<file path="src/rtl/mdu_pkg.sv">
// Shared definitions for the pipelined multiply/divide unit: op encodings,
// sequencer states and the default iteration count.
`timescale 1ns/1ps
package mdu_pkg;

    localparam int MDU_ITER = 32;

    localparam logic [1:0] MDU_MULT  = 2'b00;
    localparam logic [1:0] MDU_MULTU = 2'b01;
    localparam logic [1:0] MDU_DIV   = 2'b10;
    localparam logic [1:0] MDU_DIVU  = 2'b11;

    typedef enum logic [1:0] {
        IDLE = 2'd0,
        RUN  = 2'd1,
        FIX  = 2'd2,
        DONE = 2'd3
    } mdu_state_e;

endpackage

</file>
<file path="src/rtl/mdu_div_step.sv">
// One restoring-division step. rem_i is the previous remainder shifted left
// with the next dividend bit appended; it is always below 2*dvsr_i, so the
// borrow of the trial subtraction alone decides the quotient bit.
`timescale 1ns/1ps
module mdu_div_step #(
    parameter int WIDTH = 32
) (
    input  logic [WIDTH:0]   rem_i,
    input  logic [WIDTH-1:0] dvsr_i,
    output logic [WIDTH-1:0] rem_o,
    output logic             q_o
);
    logic [WIDTH:0] diff;

    // Trial subtract; keep the difference when no borrow, else restore.
    always_comb begin
        diff  = rem_i - {1'b0, dvsr_i};
        q_o   = ~diff[WIDTH];
        rem_o = q_o ? diff[WIDTH-1:0] : rem_i[WIDTH-1:0];
    end

endmodule

</file>
<file path="src/rtl/pipe_mdu.sv">
// Iterative MIPS-style multiply/divide unit for the EXE stage.
// Shift-add multiply and restoring divide on operand magnitudes, one
// iteration per clock, signs applied in a final fix-up cycle.
// Optional build macro MDU_EARLY_OUT_EN: a multiply stops iterating once the
// remaining multiplier bits are all zero (results are unchanged).
`timescale 1ns/1ps
module pipe_mdu
    import mdu_pkg::*;
#(
    parameter int WIDTH = MDU_ITER,
    parameter int CNT_W = 6
) (
    input  logic             clock,
    input  logic             reset,
    input  logic             start,
    input  logic [1:0]       op,
    input  logic [WIDTH-1:0] a,
    input  logic [WIDTH-1:0] b,
    input  logic             flush,
    output logic             stall,
    output logic             busy,
    output logic             done,
    output logic [WIDTH-1:0] hi,
    output logic [WIDTH-1:0] lo
);
    localparam logic [CNT_W-1:0] LAST_ITER = CNT_W'(WIDTH - 1);

    mdu_state_e         state_q;
    logic [CNT_W-1:0]   cnt_q;
    logic               div_q;      // current op is a divide
    logic               divz_q;     // divide by zero: acc_q already holds {a, ones}
    logic               negq_q;     // negate product / quotient
    logic               negr_q;     // negate remainder
    logic [2*WIDTH-1:0] acc_q;      // mult: product; div: {remainder, dividend/quotient}
    logic [2*WIDTH-1:0] mcand_q;    // mult: shifting multiplicand; div: divisor in low half
    logic [WIDTH-1:0]   mplier_q;   // mult: remaining multiplier bits
    logic [WIDTH-1:0]   hi_q, lo_q;
    logic               busy_q, done_q;

    logic             op_div, op_signed, a_neg, b_neg;
    logic [WIDTH-1:0] a_mag, b_mag;

    assign op_div    = (op == MDU_DIV) || (op == MDU_DIVU);
    assign op_signed = (op == MDU_MULT) || (op == MDU_DIV);
    assign a_neg     = op_signed & a[WIDTH-1];
    assign b_neg     = op_signed & b[WIDTH-1];
    assign a_mag     = a_neg ? -a : a;
    assign b_mag     = b_neg ? -b : b;

    logic [WIDTH:0]   div_part_d;
    logic [WIDTH-1:0] div_rem_d;
    logic             div_qbit_d;

    assign div_part_d = {acc_q[2*WIDTH-1:WIDTH], acc_q[WIDTH-1]};

    mdu_div_step #(.WIDTH(WIDTH)) u_div_step (
        .rem_i  (div_part_d),
        .dvsr_i (mcand_q[WIDTH-1:0]),
        .rem_o  (div_rem_d),
        .q_o    (div_qbit_d)
    );

    logic [2*WIDTH-1:0] acc_d;

    // Accumulator after one iteration of whichever operation is running.
    always_comb begin
        if (div_q) begin
            acc_d = {div_rem_d, acc_q[WIDTH-2:0], div_qbit_d};
        end else begin
            acc_d = acc_q + (mplier_q[0] ? mcand_q : '0);
        end
    end

    logic early_exit;
`ifdef MDU_EARLY_OUT_EN
    assign early_exit = ~div_q & (mplier_q == '0);
`else
    assign early_exit = 1'b0;
`endif

    logic [WIDTH-1:0]   fix_hi_d, fix_lo_d;
    logic [2*WIDTH-1:0] acc_neg;

    // Sign fix-up of the magnitude result, or the divide-by-zero pattern.
    always_comb begin
        acc_neg  = -acc_q;
        fix_hi_d = acc_q[2*WIDTH-1:WIDTH];
        fix_lo_d = acc_q[WIDTH-1:0];
        if (divz_q) begin
            fix_hi_d = acc_q[2*WIDTH-1:WIDTH];
            fix_lo_d = acc_q[WIDTH-1:0];
        end else if (!div_q) begin
            if (negq_q) begin
                fix_hi_d = acc_neg[2*WIDTH-1:WIDTH];
                fix_lo_d = acc_neg[WIDTH-1:0];
            end
        end else begin
            if (negq_q) fix_lo_d = -acc_q[WIDTH-1:0];
            if (negr_q) fix_hi_d = -acc_q[2*WIDTH-1:WIDTH];
        end
    end

    // Sequencer: IDLE -> RUN (WIDTH iterations) -> FIX -> DONE -> IDLE.
    always_ff @(posedge clock or posedge reset) begin
        if (reset) begin
            state_q  <= IDLE;
            cnt_q    <= '0;
            div_q    <= 1'b0;
            divz_q   <= 1'b0;
            negq_q   <= 1'b0;
            negr_q   <= 1'b0;
            acc_q    <= '0;
            mcand_q  <= '0;
            mplier_q <= '0;
            hi_q     <= '0;
            lo_q     <= '0;
            busy_q   <= 1'b0;
            done_q   <= 1'b0;
        end else begin
            done_q <= 1'b0;
            case (state_q)
                IDLE: begin
                    if (start && !flush) begin
                        div_q  <= op_div;
                        negq_q <= a_neg ^ b_neg;
                        negr_q <= a_neg;
                        cnt_q  <= '0;
                        busy_q <= 1'b1;
                        if (op_div && (b == '0)) begin
                            divz_q  <= 1'b1;
                            acc_q   <= {a, {WIDTH{1'b1}}};
                            state_q <= FIX;
                        end else begin
                            divz_q   <= 1'b0;
                            acc_q    <= op_div ? {{WIDTH{1'b0}}, a_mag} : '0;
                            mcand_q  <= {{WIDTH{1'b0}}, op_div ? b_mag : a_mag};
                            mplier_q <= b_mag;
                            state_q  <= RUN;
                        end
                    end
                end
                RUN: begin
                    if (flush) begin
                        busy_q  <= 1'b0;
                        state_q <= IDLE;
                    end else if (early_exit) begin
                        state_q <= FIX;
                    end else begin
                        acc_q <= acc_d;
                        if (!div_q) begin
                            mcand_q  <= mcand_q << 1;
                            mplier_q <= mplier_q >> 1;
                        end
                        cnt_q <= cnt_q + 1'b1;
                        if (cnt_q == LAST_ITER) state_q <= FIX;
                    end
                end
                FIX: begin
                    busy_q <= 1'b0;
                    if (flush) begin
                        state_q <= IDLE;
                    end else begin
                        hi_q    <= fix_hi_d;
                        lo_q    <= fix_lo_d;
                        done_q  <= 1'b1;
                        state_q <= DONE;
                    end
                end
                default: begin
                    state_q <= IDLE;
                end
            endcase
        end
    end

    assign stall = ((state_q == IDLE) & start & ~flush) | (state_q == RUN) | (state_q == FIX);
    assign busy  = busy_q;
    assign done  = done_q;
    assign hi    = hi_q;
    assign lo    = lo_q;

endmodule

</file>
<file path="config.mk">
export PLATFORM = sky130hd
export DESIGN_NAME = pipe_mdu
export DESIGN_NICKNAME = d
export VERILOG_FILES = /design/src/rtl/mdu_pkg.sv /design/src/rtl/mdu_div_step.sv /design/src/rtl/pipe_mdu.sv
export SDC_FILE = /design/constraint.sdc
export NUM_CORES = 1
export LEC_CHECK = 0
export CELL_PAD_IN_SITES_DETAIL_PLACEMENT = 2
export CELL_PAD_IN_SITES_GLOBAL_PLACEMENT = 2
export CORE_AREA = 2 2 252 254
export CTS_BUF_LIST = sky130_fd_sc_hd__clkbuf_2 sky130_fd_sc_hd__clkbuf_4 sky130_fd_sc_hd__clkbuf_8
export DETAILED_ROUTE_END_ITERATION = 10
export DIE_AREA = 0 0 254 256
export HOLD_SLACK_MARGIN = 0.03
export PLACE_DENSITY_LB_ADDON = 0.1
export SYNTH_ARGS = -nofsm -noshare
export SYNTH_HDL_FRONTEND = slang
export SYNTH_HIERARCHICAL = 1
export SYNTH_SLANG_ARGS = --single-unit
</file>
<file path="constraint.sdc">
create_clock -name clock -period 7.64 [get_ports clock]
set_input_delay 1.528 -clock clock [delete_from_list [all_inputs] [get_ports clock]]
set_output_delay 1.528 -clock clock [all_outputs]
set_load 0.03 [all_outputs]
</file>
# Word level (Yosys, flattened, before mapping)
# Index checks and enable logic that the tools add are counted.
word_totals:
  regBits: 238
  elab_cells: 101
  output_inout_bits: 67
classes:
  bitwise: 9
  reduce_logical: 16
  eq_ne: 11
  muxes: 44
  n_addsub: 8
op_table:
  columns: ["operator", "n"]
  rows:
  - ["$mux 64", 9]
  - ["$mux 32", 17]
  - ["$pmux 64 s2", 2]
  - ["$neg 32->32", 4]
  - ["$add 64x64->64", 1]
  - ["$neg 64->64", 1]
  - ["$pmux 32 s2", 1]
  - ["$sub 33x32->33", 1]
  - ["$logic_not 32->1", 1]
  - ["$mux 6", 2]
  - ["$pmux 6 s2", 1]
  - ["$mux 2", 5]
  - ["$ne 2x2->1 const B", 5]
  - ["$add 6x1->6 const B", 1]
  - ["$eq 2x2->1 const B", 3]
  - ["$eq 6x5->1 const B", 1]
  - ["$pmux 2 s3", 1]
  - ["$reduce_and 2->1", 3]
  - ["$reduce_and 3->1", 2]
  - ["$mux 1", 5]
  - ["$reduce_and 5->1", 1]
  - ["$and 1x1->1", 4]
  - ["$logic_not 2->1", 2]
  - ["$ne 3x3->1 const B", 1]
  - ["other kinds (10)", 14]

# Depth between registers and ports, before layout
logic_depth:
  word_depth: 8
  depth_mapped: 19
  ltp_nobuf: 17

# By module
# The synthesis kept the hierarchy.
modules_own_cells:
  columns: ["module", "cells_per_inst", "instances", "area_each_um2", "seq_area_each_um2"]
  rows:
  - ["pipe_mdu", 2345, 1, 17979.7, 5955.7]
  - ["mdu_div_step", 305, 1, 2358.5, 0.0]

# Worst setup path after synthesis
# Ideal clock, no wire load.
synth_timing:
  path_type: "input-to-reg"
  startpoint: "in b[7]"
  endpoint: "reg mcand_q[56]"
  setup_slack_ns: 3.739
  required_ns: 7.513
  stages: 11
  arrival_time_ns: 3.774
  cell_sequence: "or4_1 > or3_1 > buf_2 > nor4_4 > nand2_2 > nor2_4 > a21oi_2 > nand2_2 > buf_4 > buf_2 > o21ai_0"
synth_via:
  elab_chain_len: 4
synth_lines:
  columns: ["item", "line", "text"]
  rows:
  - ["start: declaration", "pipe_mdu.sv:18", "input logic [WIDTH-1:0] b,"]
  - ["$logic_not 32->1", "pipe_mdu.sv:129", "if (op_div && (b == '0)) begin"]
  - ["$logic_and 1x1->1", "pipe_mdu.sv:129", null]
  - ["$ne 2x2->1 (no line)", null, null]
  - ["$reduce_and 5->1 (no line)", null, null]
  - ["end signal: assignment", "pipe_mdu.sv:136", "mcand_q <= {{WIDTH{1'b0}}, op_div ? b_mag : a_mag};"]
  - ["end signal: assignment", "pipe_mdu.sv:151", "mcand_q <= mcand_q << 1;"]
  - ["end: declaration", "pipe_mdu.sv:35", "logic [2*WIDTH-1:0] mcand_q;"]
# No other way between the ends.
# A chain may end at the register's enable or synchronous reset.

# Worst setup path in the final report
layout_timing:
  startpoint: "in flush"
  endpoint: "out stall"
layout_via:
  elab_chain_len: 4
layout_lines:
  columns: ["item", "line", "text"]
  rows:
  - ["start: declaration", "pipe_mdu.sv:19", "input logic flush,"]
  - ["$not 1->1 (no line)", null, null]
  - ["$and 1x1->1", "pipe_mdu.sv:176", "assign stall = ((state_q == IDLE) & start & ~flush) | (state_q == RUN) | (state_q == FIX);"]
  - ["$or 1x1->1 (2 in a row)", "pipe_mdu.sv:176", null]
  - ["end: declaration", "pipe_mdu.sv:20", "output logic stall,"]
# No other way between the ends.

==> reports/results.txt <==
Die Wd - 254 um
R2R Path Start - mplier_q[0]
Yosys cell types - 96
final setup TNS - 0 ps
met3 Use GR - 0.04749
share of post-route cells with drive strength above 1 - 0.06950
Worst Reg-to-Reg Cells - 13
register area share after synthesis - 0.2928
Buf/Inv on CP - 3
Post-CTS Resized - 0
FMAX - 0.1977 GHz
final critical-path required period - 5058 ps
Routed Antenna Nets - 0
leakage power - 9.872 nW
clock sink total - 238
largest net degree at the start of global routing - 155
status - finished, final reports clean
Post CTS Setup Buffer Count - 0
hold buffer count at CTS - 0
Final Max Slew Viols - 0
IO Port Bufs - 136
grt met2 use - 0.4304
hold path cells - 2
GPL Wtd Cong - 0.9260
Yosys warning count - 6
Mean Syn Cell Area - 7.675 sq um
fin nets - 2,873
via density per instance - 5.729
Clock power frac - 0.146
Post-synth EDFFs - 0
R2R setup slack - 2630 ps
Crit Path Class - in -> out
Util after Layout - 0.3741
Synth Instances - 2,650
Setup crit start - flush
Placed Instance Area - 0.02225 sq mm
Worst R2R End - acc_q[58]
WL final - 88,180 um
CP Max Fanout - 9
clock buffer depth - 3
CP Capture Point - stall
Top Ports - 137
Avg WL per Cell - 24.62 um
combinational power share - 0.616
most common flop cell mapped by yosys - dfrtp_1
most frequent cells in the layout - nand2_1 (368), a21oi_1 (324), o21ai_0 (286), dfrtp_1 (238), nor2_1 (206)
total CTS buffers - 50
register area - 0.005956 sq mm
worst path cell trace - clkdlybuf4s50_1 -> inv_1 -> nand3_1 -> nand2_1 -> clkdlybuf4s50_1
initial antenna violation count - 6
Starting Density - 0.3260
fill count - 7,334
hold crit path type - reg -> reg
Setup crit start kind - input port
Critical Path Stages - 5
fin crit share - 0.6620
CORE AREA - 0.06239 sq mm
Final Hold Viols - 0
DR iter-0 viols - 1,168
crit end category - output pin
most common cell after layout, fill and taps aside - nand2_1
Reg clk slew, reported paths - 60 ps
Worst Skew - 41.51 ps
global-route wire length before repair - 135,300 um
Crit path max-delay family - buffers and inverters
CTS tree - done
GRT Overall Usage - 0.2700
Synth Register Bits - 238
Final Cell Area - 0.02334 sq mm
top post-synthesis cells by area - dfrtp_1 (29%), a21oi_1 (8.0%), o21ai_0 (7.1%)
Vias - 20,520
Synth top area share - 0.2928
die area - 0.06502 sq mm
Sw Ratio - 0.5136
maxcap violations - 0
P per Cell Area - 445.9 mW/mm^2
# setup viols final - 0
Clock Latency Late Sink - 660 ps
area of the multi-input gates - 0.01339 sq mm
Max H-tree Level - 2
Cell Area, Synth - 0.02034 sq mm
sequential fraction of design power - 0.238
slowest CP cell - clkdlybuf4s50_1
Synthesized Nets - 2,826
GR Util met1 - 0.3702
DRC viols - 0
RSZ-0062 raised after global routing - false
NetSw - 5.345 mW
CP peak stage delay - 690 ps
Max VDD drop - 0.4474 mV
worst relative slew slack - 0.2270
most frequent CP cell - clkdlybuf4s50_1
Crit path arrival time - 3530 ps
GRT busiest layer - met2
Least-Margin Pin Slew - 1151 ps
Die H - 256 um
vias in the first global route - 21,810
Area Overhead vs Synth - 14.76%
dpl hpwl - 68,400 um
GRT Residual Overflow - 0
first-pass detailed-route iteration total - 5
Internal - 5.062 mW
Critical Path RT - 6110 ps
clock root buffer - clkbuf_8
post-synth top area cell - dfrtp_1
FP Rows - 92
ys async rst share - 1.000
## logic make-up after synthesis
| kind of cell | Yosys count | share of synthesized area |
|---|---|---|
| AOI/OAI and AO/OA | 913 | 0.2667 |
| muxes | 36 | 0.02356 |
| buffers and inverters | 236 | 0.05069 |
| DFF | 238 | 0.2928 |
| xor gates and xnor gates | 207 | 0.08914 |
| and+or+nand+nor | 914 | 0.2111 |
| adders and majority gates | 106 | 0.06595 |
## power by group through the flow
stage	Sequential (mW)	Clock [mW]	Combinational [mW]
2_1_floorplan	2.42	0	4.38
3_3_place_gp	2.45	0	6.19
3_5_place_dp	2.49	0	6.36
4_1_cts	2.47	1.58	6.40
5_1_grt	2.54	1.62	7.04
6_report	2.47	1.52	6.41
## synthesized netlist by cell type, types with 7 or more instances
master and n:
buf_4 13, xor2_1 82, mux2_4 19, nor3_1 55, o21ai_0 287, a31oi_1 27
buf_2 8, or3_1 17, a221oi_1 16, o2111ai_1 7, dfrtp_1 238, nand2_1 369
nand2b_1 13, nand3_1 35, a211oi_1 36, a21o_1 60, o21a_1 15, nand4_1 30
nor2_1 206, o211ai_1 8, o31ai_1 27, a21oi_1 324, xnor2_1 125, mux2_2 9
o21bai_1 15, o41ai_1 8, inv_1 72, nor2b_1 33, clkbuf_1 131, or2_2 9
nor4_1 21, o21ai_1 8, mux2i_1 7, and3_1 12, o22ai_1 11, and2_1 73
ha_1 104
## layer usage
metal / up-vias / wire length [um] / part of all wire
met5: - / 24 / 0.00027
met4: 4 / 2675 / 0.030
met3: 124 / 4452 / 0.050
met2: 410 / 39800 / 0.45
met1: 10470 / 41220 / 0.47
li1: 9515 / - / -
## state kept, by name, summed over array words and instances, names as in the netlist, 2 cells and up
signal and count:
mcand_q 64, mplier_q 32, cnt_q 6, state_q 2, lo 32, acc_q 64
hi 32
## worst min-delay path by stage
stage,start,endpoint
2_1_floorplan,mplier_q[31],mplier_q[31]
3_3_place_gp,lo[29],lo[29]
3_5_place_dp,lo[0],lo[0]
4_1_cts,lo[0],lo[0]
5_1_grt,lo[0],lo[0]
6_report,lo[0],lo[0]
## layout make-up
type | instances | share of cell area
clock inverter | 4 | 0.002359
sequential | 238 | 0.2552
inverter | 73 | 0.01222
timing repair buffer | 158 | 0.06679
clock buffer | 85 | 0.04422
multi-input combinational | 2176 | 0.5737
tap | 846 | 0.04535
antenna | 2 | 0.0002144
## per-stage QoR
step	total power [mW]	setup WS [ps]	hold slack (ps)	std cells
after floorplan	6.795	2992	448.8	2650
after global placement	8.640	2143	461.4	3491
after detailed placement	8.847	1933	469.7	3491
after CTS	10.45	2564	483.9	3580
after global routing	11.20	2342	514.4	3581
final	10.41	2582	480.0	3582
## worst reg2reg max path, delay by kind of cell (launching register included)
kind	cells	cell delay, ps
DFF	1	800
AOI/OAI and AO/OA	7	2280
xor gates and xnor gates	1	160
buffers and inverters	1	530
and+or+nand+nor	3	740
adders and majority gates	1	370
No activity file was read; power rests on OpenSTA's default activity.
